[config.mk]
export PLATFORM = sky130hd
export DESIGN_NAME = navegacao
export DESIGN_NICKNAME = d
export VERILOG_FILES = /design/src/rtl/nav_pkg.sv /design/src/rtl/navegacao_contador_giros.sv /design/src/rtl/navegacao.sv
export SDC_FILE = /design/constraint.sdc
export NUM_CORES = 1
export LEC_CHECK = 0
export BUFFER_PORTS_ARGS = -buffer_cell sky130_fd_sc_hd__buf_2
export CAP_MARGIN = 40
export CELL_PAD_IN_SITES_DETAIL_PLACEMENT = 1
export CELL_PAD_IN_SITES_GLOBAL_PLACEMENT = 1
export CORE_MARGIN = 5
export CORE_UTILIZATION = 24
export CTS_CLUSTER_DIAMETER = 100
export DETAILED_ROUTE_END_ITERATION = 8
export PLACE_DENSITY = 0.62
export SLEW_MARGIN = 0
export SYNTH_ARGS = -nofsm -noshare
export SYNTH_HDL_FRONTEND = slang
export SYNTH_HIERARCHICAL = 1
export SYNTH_SLANG_ARGS = --single-unit
[constraint.sdc]
create_clock -name clock -period 1.68 [get_ports clock]
set_clock_uncertainty 0.05 [all_clocks]
set_input_delay 0.504 -clock clock [delete_from_list [all_inputs] [get_ports clock]]
set_output_delay 0.504 -clock clock [all_outputs]
set_load 0.01 [all_outputs]
[src/rtl/nav_pkg.sv]
// Shared definitions for the maze navigation path: heading codes, FSM states
// and the rotation helpers used by navegacao, the advance stage and benches.
package nav_pkg;

  localparam logic [2:0] RUMO_N = 3'b001;
  localparam logic [2:0] RUMO_O = 3'b010;
  localparam logic [2:0] RUMO_L = 3'b011;
  localparam logic [2:0] RUMO_S = 3'b100;

  typedef enum logic [2:0] {
    PARADO   = 3'd0,
    DECIDIR  = 3'd1,
    GIRA_ESQ = 3'd2,
    GIRA_DIR = 3'd3,
    AVANCA   = 3'd4,
    PRESO    = 3'd5
  } estado_t;

  // Counter-clockwise quarter turn; any illegal code recovers to north.
  function automatic logic [2:0] rot_esq(input logic [2:0] rumo);
    case (rumo)
      RUMO_N:  rot_esq = RUMO_O;
      RUMO_O:  rot_esq = RUMO_S;
      RUMO_S:  rot_esq = RUMO_L;
      RUMO_L:  rot_esq = RUMO_N;
      default: rot_esq = RUMO_N;
    endcase
  endfunction

  // Clockwise quarter turn; any illegal code recovers to north.
  function automatic logic [2:0] rot_dir(input logic [2:0] rumo);
    case (rumo)
      RUMO_N:  rot_dir = RUMO_L;
      RUMO_L:  rot_dir = RUMO_S;
      RUMO_S:  rot_dir = RUMO_O;
      RUMO_O:  rot_dir = RUMO_N;
      default: rot_dir = RUMO_N;
    endcase
  endfunction

endpackage

[src/rtl/navegacao_contador_giros.sv]
// Trap counter: counts right turns since the last advance and flags when the
// count sits at TRAP_TURNS. Only instantiated when NAV_TRAP_DETECT_EN is defined.
module contador_giros #(
  parameter int TRAP_TURNS = 4
) (
  input  logic clock,
  input  logic reset,
  input  logic inc,
  input  logic clr,
  output logic terminal
);

  logic [2:0] count;

  // Clear wins over increment so an advance always restarts the run of turns.
  always_ff @(posedge clock or posedge reset) begin
    if (reset) begin
      count <= 3'd0;
    end else if (clr) begin
      count <= 3'd0;
    end else if (inc) begin
      count <= count + 3'd1;
    end
  end

  assign terminal = (count == 3'(TRAP_TURNS));

endmodule

[src/rtl/navegacao.sv]
// Left-hand wall-following navigation FSM for the maze robot.
// Optional trap detection is built when NAV_TRAP_DETECT_EN is defined.
module navegacao
  import nav_pkg::*;
#(
  parameter int TRAP_TURNS = 4
) (
  input  logic       clock,
  input  logic       reset,
  input  logic       enable,
  input  logic       head,
  input  logic       left,
  output logic [2:0] orientacao,
  output logic       avancar,
  output logic       girar,
  output logic       preso
);

  if (TRAP_TURNS < 2 || TRAP_TURNS > 7) begin : g_param_check
    $error("navegacao: TRAP_TURNS must be in 2..7");
  end

  estado_t state;
  logic    virou_esq;
  logic    querEsq;
  logic    entraDir;
  logic    entraAvanca;
  logic    presoHit;

  // Decisions taken in DECIDIR, shared by the FSM and the trap counter.
  assign querEsq     = !left && !virou_esq;
  assign entraDir    = (state == DECIDIR) && enable && !querEsq && head;
  assign entraAvanca = (state == DECIDIR) && enable && !querEsq && !head;

`ifdef NAV_TRAP_DETECT_EN
  contador_giros #(
    .TRAP_TURNS (TRAP_TURNS)
  ) u_contador (
    .clock    (clock),
    .reset    (reset),
    .inc      (entraDir),
    .clr      (entraAvanca),
    .terminal (presoHit)
  );
`else
  assign presoHit = 1'b0;
`endif

  // Action states last one cycle and ignore enable; only DECIDIR can park.
  always_ff @(posedge clock or posedge reset) begin
    if (reset) begin
      state      <= PARADO;
      orientacao <= RUMO_N;
      virou_esq  <= 1'b0;
    end else begin
      case (state)
        PARADO: begin
          if (enable) state <= DECIDIR;
        end
        DECIDIR: begin
          if (!enable) begin
            state <= PARADO;
          end else if (querEsq) begin
            state      <= GIRA_ESQ;
            orientacao <= rot_esq(orientacao);
            virou_esq  <= 1'b1;
          end else if (!head) begin
            state     <= AVANCA;
            virou_esq <= 1'b0;
          end else begin
            state      <= GIRA_DIR;
            orientacao <= rot_dir(orientacao);
          end
        end
        GIRA_ESQ: state <= DECIDIR;
        AVANCA:   state <= DECIDIR;
        GIRA_DIR: state <= presoHit ? PRESO : DECIDIR;
        PRESO:    state <= PRESO;
        default:  state <= PARADO;
      endcase
    end
  end

  assign avancar = (state == AVANCA);
  assign girar   = (state == GIRA_ESQ) || (state == GIRA_DIR);

`ifdef NAV_TRAP_DETECT_EN
  assign preso = (state == PRESO);
`else
  assign preso = 1'b0;
`endif

endmodule

# After elaboration in Yosys (flattened, before gate mapping)
# Cells that the tools add are included.
[totals]
regBits = 7
in_bits = 5
output_inout_bits = 6
wordCells = 34
[classes]
eq_ne = 11
mux = 11
reduce_logical = 9
[ops]
columns = ["op", "count"]
rows = [
  ["$mux 3", 6],
  ["$pmux 3 s3", 2],
  ["$eq 3x2->1 const B", 4],
  ["$pmux 3 s4", 1],
  ["$eq 3x3->1 const B", 3],
  ["$eq 3x1->1 const B", 2],
  ["$reduce_and 3->1", 2],
  ["$logic_not 3->1", 1],
  ["$reduce_or 3->1", 1],
  ["$logic_not 1->1", 2],
  ["$mux 1", 2],
  ["$ne 2x1->1 const B", 1],
  ["$ne 2x2->1 const B", 1],
  ["$reduce_bool 2->1", 1],
  ["$logic_and 1x1->1", 1],
  ["$logic_or 1x1->1", 1],
]

# Depth between registers and ports, before layout
# Gate-level depths: netlist of run 1.
[logic_depth]
depth_word = 5
ltp_mapped = 4
mapped_depth_nobuf = 4

# Least setup slack after synthesis of run 1
# OpenSTA, ideal clock, no wires.
[synth_timing]
path_kind = "input-to-reg"
start = "input port enable"
end = "register virou_esq"
setup_ns = 0.123
arrival_ns = 1.134
t_required_ns = 1.507
path_slack_ns = 0.373
cell_stages = 3
path_buffers = 0
path_cell_list = "or4b_1 o21ai_0 nand2_1"
[synth_via]
elab_chain_len = 1
[synth_lines]
columns = ["item", "line_no", "text"]
rows = [
  ["start, declared", "navegacao.sv:10", "input logic enable,"],
  ["$reduce_and 3->1 (no line)", "-", ""],
  ["end signal, assigned", "navegacao.sv:54", "virou_esq <= 1'b0;"],
  ["end signal, assigned", "navegacao.sv:66", "virou_esq <= 1'b1;"],
  ["end signal, assigned", "navegacao.sv:69", "virou_esq <= 1'b0;"],
  ["end, declared", "navegacao.sv:24", "logic virou_esq;"],
]
# Every way passes these cells.
# A chain may end at the register's enable or synchronous reset.

# Final worst setup path of run 1
[layout_timing]
start = "register state[1]"
end = "output port avancar"
[layout_via]
elab_chain_len = 1
[layout_lines]
columns = ["item", "line_no", "text"]
rows = [
  ["start, declared", "navegacao.sv:23", "estado_t state;"],
  ["start signal, assigned", "navegacao.sv:77", "GIRA_DIR: state <= presoHit ? PRESO : DECIDIR;"],
  ["$eq 3x3->1", "navegacao.sv:84", "assign avancar = (state == AVANCA);"],
  ["end, declared", "navegacao.sv:14", "output logic avancar,"],
]
# Every way passes these cells.

==> results of run 1 <==
==> path summary, 6_finish.rpt <==
path                          start       endpoint  slack [ns]
max reg2reg                state[1]  orientacao[1]        0.23
min                           reset  orientacao[2]        0.12
min in group clock             head      virou_esq        0.51
min reg2reg                state[1]       state[2]        0.52
max in group asynchronous     reset  orientacao[0]        1.20
max                        state[1]        avancar        0.09
==> per-layer routing <==
layer | vias to the layer above | track usage, % | share of wire, %
li1 | 178 | - | -
met1 | 173 | 8.48 | 45
met2 | 7 | 12.0 | 48
met3 | 4 | 2.07 | 3.7
met4 | 0 | 7.66 | 3.7
met5 | - | 0 | 0
==> worst register-to-register path, stage by stage (launching register included) <==
cell	delay [ns]
dfrtp_1	0.43
and4bb_4	0.39
o21ai_0	0.19
nor3_1	0.23
a21o_1	0.11
==> state kept, by name, indices dropped and copies added (netlist names) <==
register	count
orientacao	3
virou_esq	1
state	3
==> placed cells by master, fill, tap and decap left out <==
master | synthesis | layout
clkbuf_4 | 0 | 3
xnor2_1 | 1 | 1
a21oi_1 | 4 | 4
o21a_1 | 1 | 1
dfrtp_1 | 6 | 6
o22a_2 | 1 | 1
o21ai_0 | 3 | 3
a31o_1 | 1 | 1
nand2_1 | 4 | 4
or4b_1 | 1 | 1
conb_1 | 1 | 1
a21o_1 | 1 | 1
buf_2 | 0 | 9
clkbuf_1 | 0 | 1
dfstp_2 | 1 | 1
o31ai_1 | 1 | 1
nand2b_1 | 1 | 1
nor2b_1 | 1 | 1
buf_4 | 1 | 1
and4bb_4 | 1 | 1
nor2_1 | 3 | 3
nor3b_1 | 2 | 2
inv_1 | 3 | 3
nor3_1 | 4 | 4
a32oi_1 | 1 | 1
==> cells by family (layout without fill, tap and decap cells) <==
group,after synthesis,in the layout,synth area share (%)
AOI/OAI and AO/OA,13,13,21.7
xor gates and xnor gates,1,1,2.23
buffers and inverters,4,17,4.78
DFF,7,7,44.9
other,1,1,0.954
and+or+nand+nor,17,17,25.5
==> power by group <==
| group | internal (mW) | switching [mW] | leakage [nW] |
|---|---|---|---|
| registers | 0.244 | 0.0907 | 0.0877 |
| clock network | 0.0902 | 0.0560 | 0.0150 |
| logic | 0.151 | 0.139 | 0.129 |
| total | 0.485 | 0.285 | 0.232 |
==> area by class of cell <==
type	instances	area [um2]	share of cell area (%)
timing repair buffer	10	52.6	10.9
multi-input combinational	32	198	40.8
tap	16	20.0	4.13
inverter	3	11.3	2.33
clock buffer	4	26.3	5.43
sequential	7	176	36.4
==> per-stage QoR <==
step	power, mW	cell area, um2	setup slack, ns	hold slack, ns	util, %
after floorplan	0.526	393	0.373	0.257	-
after global placement	0.630	458	0.104	0.385	30.0
after detailed placement	0.634	458	0.116	0.388	30.0
after CTS	0.787	484	0.0763	0.118	31.8
after global routing	0.846	484	0.00112	0.123	31.8
final	0.770	484	0.0939	0.116	31.8
==> run_results.csv, run 1 <==
group,metric,value,unit
status,run_status,"complete, no violations",
routing,wl,827,um
placement,portBuffers,9,
grt,antenna_found_initial,0,
synth,ys_ff_latch,7,
synth,synth_area,393,um2
synth,synth_area_per_cell,9.14,um2
clock_network,cts_made_buffers,3,
routing,route.detailed.drc,0,
grt,grt_pass1_wl,1500,um
critical_path,cp-start-kind,"register",
run,max-cap-violations,0,
routing,drt_iter0_drc,4,
timing,finalWorstPathRequiredPeriod,1.59,ns
final_layout,fin_cells,72,
final_layout,nets,62,
placement,dp_hpwl,681,um
final_layout,fillers,191,
routing,viasPerCell,5.03,
synth,synthTopCellsByCount,"6 x dfrtp_1, 4 x a21oi_1, 4 x nand2_1, 4 x nor3_1",
die,die_h,50.5,um
critical_path,critical_path_cell_count,2,
grt,grt_use_total,7.84,%
clock_network,clock-sinks,7,
synth,synth_cell_types,22,
worst_hold_path,hold_path.class,"input pin to asynchronous set/reset pin",
critical_path,slowest_delay,0.43,ns
routing,antenna_left,0,
routing,firstDrtPassIters,4,
critical_path,crit_buf_inv,1,
critical_path,rr_worst_depth,4,
synth,ys.flop_type,"dfrtp_1",
die,core_area,1520,um2
clock_network,clk_latency,0.24,ns
synth,synth_edf_count,0,
synth,syn_inst,43,
placement,gp_congestion,0.700,
die,dieArea,2550,um2
clock_network,cts_resized,0,
timing,setup_viol,0,
die,initial_core_util,25.8,%
clock_network,hold_buffers,0,
critical_path,critPathKind,"register to output pin",
clock_network,htree_levels,1,
critical_path,crit_path_end_kind,"output pin",
synth,seq_area_frac_synth,44.9,%
grt,grt_max_degree,8,
critical_path,path_max_fanout,7,
clock_network,clockBufferDepth,2,
timing,drv_slew,0,
synth,yosysWarnings,6,
die,rows,14,
timing,max_freq,0.630,GHz
clock_network,path_clk_slew,0.05,ns
final_layout,diodes,0,
clock_network,cts_tree,"done",
clock_network,clockRootBuffer,"clkbuf_4",
clock_network,cts_setup_buffers,0,
timing,period_share,94.4,%
critical_path,crit_required,1.13,ns
die,pin_count,11,
timing,rsz0062_at_grt,"no",
power_and_ir_drop,power_density,1590,nW/um2
power_and_ir_drop,power.leakage,0.232,nW
die,die_x,50.5,um
placement,place_inst,68,
critical_path,cp_cell_sequence,"nor3b_1, buf_2",
synth,syn_nets,48,
final_layout,drive_gt1_share,28.6,%
critical_path,slowest_stage,"dfrtp_1",
timing,hold_viol_final,0,
synth,synth_area_leaders,"dfrtp_1 38%, dfstp_2 6.7%, a21oi_1 5.1%",
grt,gr-total-overflow,0,
power_and_ir_drop,ir_drop,511,uV
grt,grt_pass1_vias,351,
routing,wire_per_inst,11.5,um
routing,num_vias,362,
synth,yosysTopAreaCellShare,38.2,%
critical_path,arrival,1.03,ns
critical_path,cpLargestDelayFamily,"flip-flops",
synth,ys_async_sr_fraction,100,%
synth,yosysTopAreaCell,"dfrtp_1",
final_layout,area_growth,23.2,%
timing,fin_tns_setup,0,ns
synth,yosysMostFrequentCell,"dfrtp_1",
No activity file was read; power rests on OpenSTA's default activity.
==> run 2: changes to the inputs <==
Settings changed: CELL_PAD_IN_SITES_DETAIL_PLACEMENT 1 to 0.
==> run_results.csv, run 2 (synthesis gave the netlist of run 1 again) <==
group,metric,value,unit
status,run_status,"complete, no violations",
worst_hold_path,hold_path.class,"input pin to asynchronous set/reset pin",
timing,finalWorstPathRequiredPeriod,1.58,ns
grt,grt_use_total,7.25,%
timing,drv_slew,0,
power_and_ir_drop,power.leakage,0.232,nW
grt,grt_pass1_vias,310,
final_layout,top_regs,"orientacao: 3 flops, state: 3 flops, virou_esq: 1 flops",
die,die_x,50.5,um
clock_network,path_clk_slew,0.05,ns
placement,portBuffers,9,
critical_path,reg2reg_from,"state[1]",
routing,firstDrtPassIters,2,
critical_path,slowest_stage,"dfrtp_1",
clock_network,htree_levels,1,
power_and_ir_drop,power_density,1580,nW/um2
final_layout,fin_cells,72,
clock_network,clk_latency,0.24,ns
final_layout,drive_gt1_share,28.6,%
critical_path,reg2reg_to,"orientacao[1]",
grt,use_met2,9.30,%
final_layout,fillers,170,
critical_path,cp_cell_sequence,"nor3b_1, buf_2",
critical_path,arrival,1.02,ns
final_layout,final_cell_mix,"9 x buf_2, 6 x dfrtp_1, 4 x nand2_1, 4 x a21oi_1, 4 x nor3_1",
routing,num_vias,333,
critical_path,cp-start-kind,"register",
critical_path,crit_required,1.13,ns
placement,place_inst,68,
grt,met3_usage,3.25,%
clock_network,hold_buffers,0,
placement,dp_hpwl,597,um
die,die_h,50.5,um
grt,grt_pass1_wl,1320,um
grt,antenna_found_initial,0,
die,core_area,1520,um2
critical_path,critPathKind,"register to output pin",
routing,route.detailed.drc,0,
die,rows,14,
clock_network,clock-sinks,7,
power_and_ir_drop,ir_drop,394,uV
clock_network,clockBufferDepth,2,
critical_path,rr_worst_depth,4,
timing,period_share,93.9,%
run,max-cap-violations,0,
clock_network,clockRootBuffer,"clkbuf_4",
critical_path,slowest_delay,0.44,ns
final_layout,diodes,0,
grt,gr-total-overflow,0,
grt,grtUsageMet1,7.80,%
placement,gp_congestion,0.700,
critical_path,r2r_setup_slack,0.23,ns
routing,viasPerCell,4.63,
grt,grt_max_degree,8,
die,initial_core_util,25.8,%
clock_network,cts_tree,"done",
timing,max_freq,0.634,GHz
routing,wire_per_inst,10.5,um
clock_network,cts_made_buffers,3,
final_layout,layout_commonest_cell,"buf_2",
critical_path,path_max_fanout,7,
critical_path,crit_path_end_kind,"output pin",
timing,hold_viol_final,0,
clock_network,cts_setup_buffers,0,
clock_network,cts_resized,0,
timing,setup_viol,0,
die,dieArea,2550,um2
final_layout,area_growth,23.2,%
routing,antenna_left,0,
timing,rsz0062_at_grt,"no",
grt,busiest_layer,"met2",
final_layout,nets,62,
routing,drt_iter0_drc,1,
timing,fin_tns_setup,0,ns
die,pin_count,11,
routing,wl,754,um
==> run 2: how the worst max path moves through the flow <==
stage / depth (start not counted) / slack, ns / to / from
after global placement: 5 / 0.10 / orientacao[1] / left
after global routing: 2 / 0.01 / avancar / state[1]
after detailed placement: 5 / 0.16 / orientacao[1] / enable
after floorplan: 3 / 0.37 / virou_esq / enable
final: 2 / 0.10 / avancar / state[2]
after CTS: 2 / 0.08 / avancar / state[1]
==> run 2: critical path, delay by kind of cell, from the launching register on <==
family                 cells  cell delay [ns]
AND/OR/NAND/NOR            1             0.19
flip-flops                 1             0.44
buffers and inverters      1             0.15
==> run 2: cell type report <==
| class | instances | area [um2] | share of cell area [%] |
|---|---|---|---|
| tap | 16 | 20.0 | 4.13 |
| multi-input combinational | 32 | 198 | 40.8 |
| timing repair buffer | 10 | 52.6 | 10.9 |
| sequential | 7 | 176 | 36.4 |
| clock buffer | 4 | 26.3 | 5.43 |
| inverter | 3 | 11.3 | 2.33 |
==> run 2: per-layer routing <==
metal  vias up  routed length (um)
met1       151                 350
met2         3                 373
met3         0                  29
met5         -                   0
li1        179                   -
met4         0                   0
==> run 2: power by group <==
part / internal (mW) / switching (mW) / leakage (nW) / total, mW
Combinational: 0.151 / 0.134 / 0.129 / 0.285
Sequential: 0.244 / 0.0920 / 0.0877 / 0.336
Clock: 0.0902 / 0.0554 / 0.0150 / 0.146
==> run 2: per-stage QoR <==
stage | setup WS (ns) | hold WS [ns] | utilization [%] | instance area (um2) | power [mW]
after global placement | 0.104 | 0.385 | 30.0 | 458 | 0.630
after detailed placement | 0.157 | 0.383 | 30.0 | 458 | 0.626
final | 0.103 | 0.114 | 31.8 | 484 | 0.766
after CTS | 0.0793 | 0.116 | 31.8 | 484 | 0.778
after floorplan | 0.373 | 0.257 | - | 393 | 0.526
after global routing | 0.0144 | 0.125 | 31.8 | 484 | 0.838
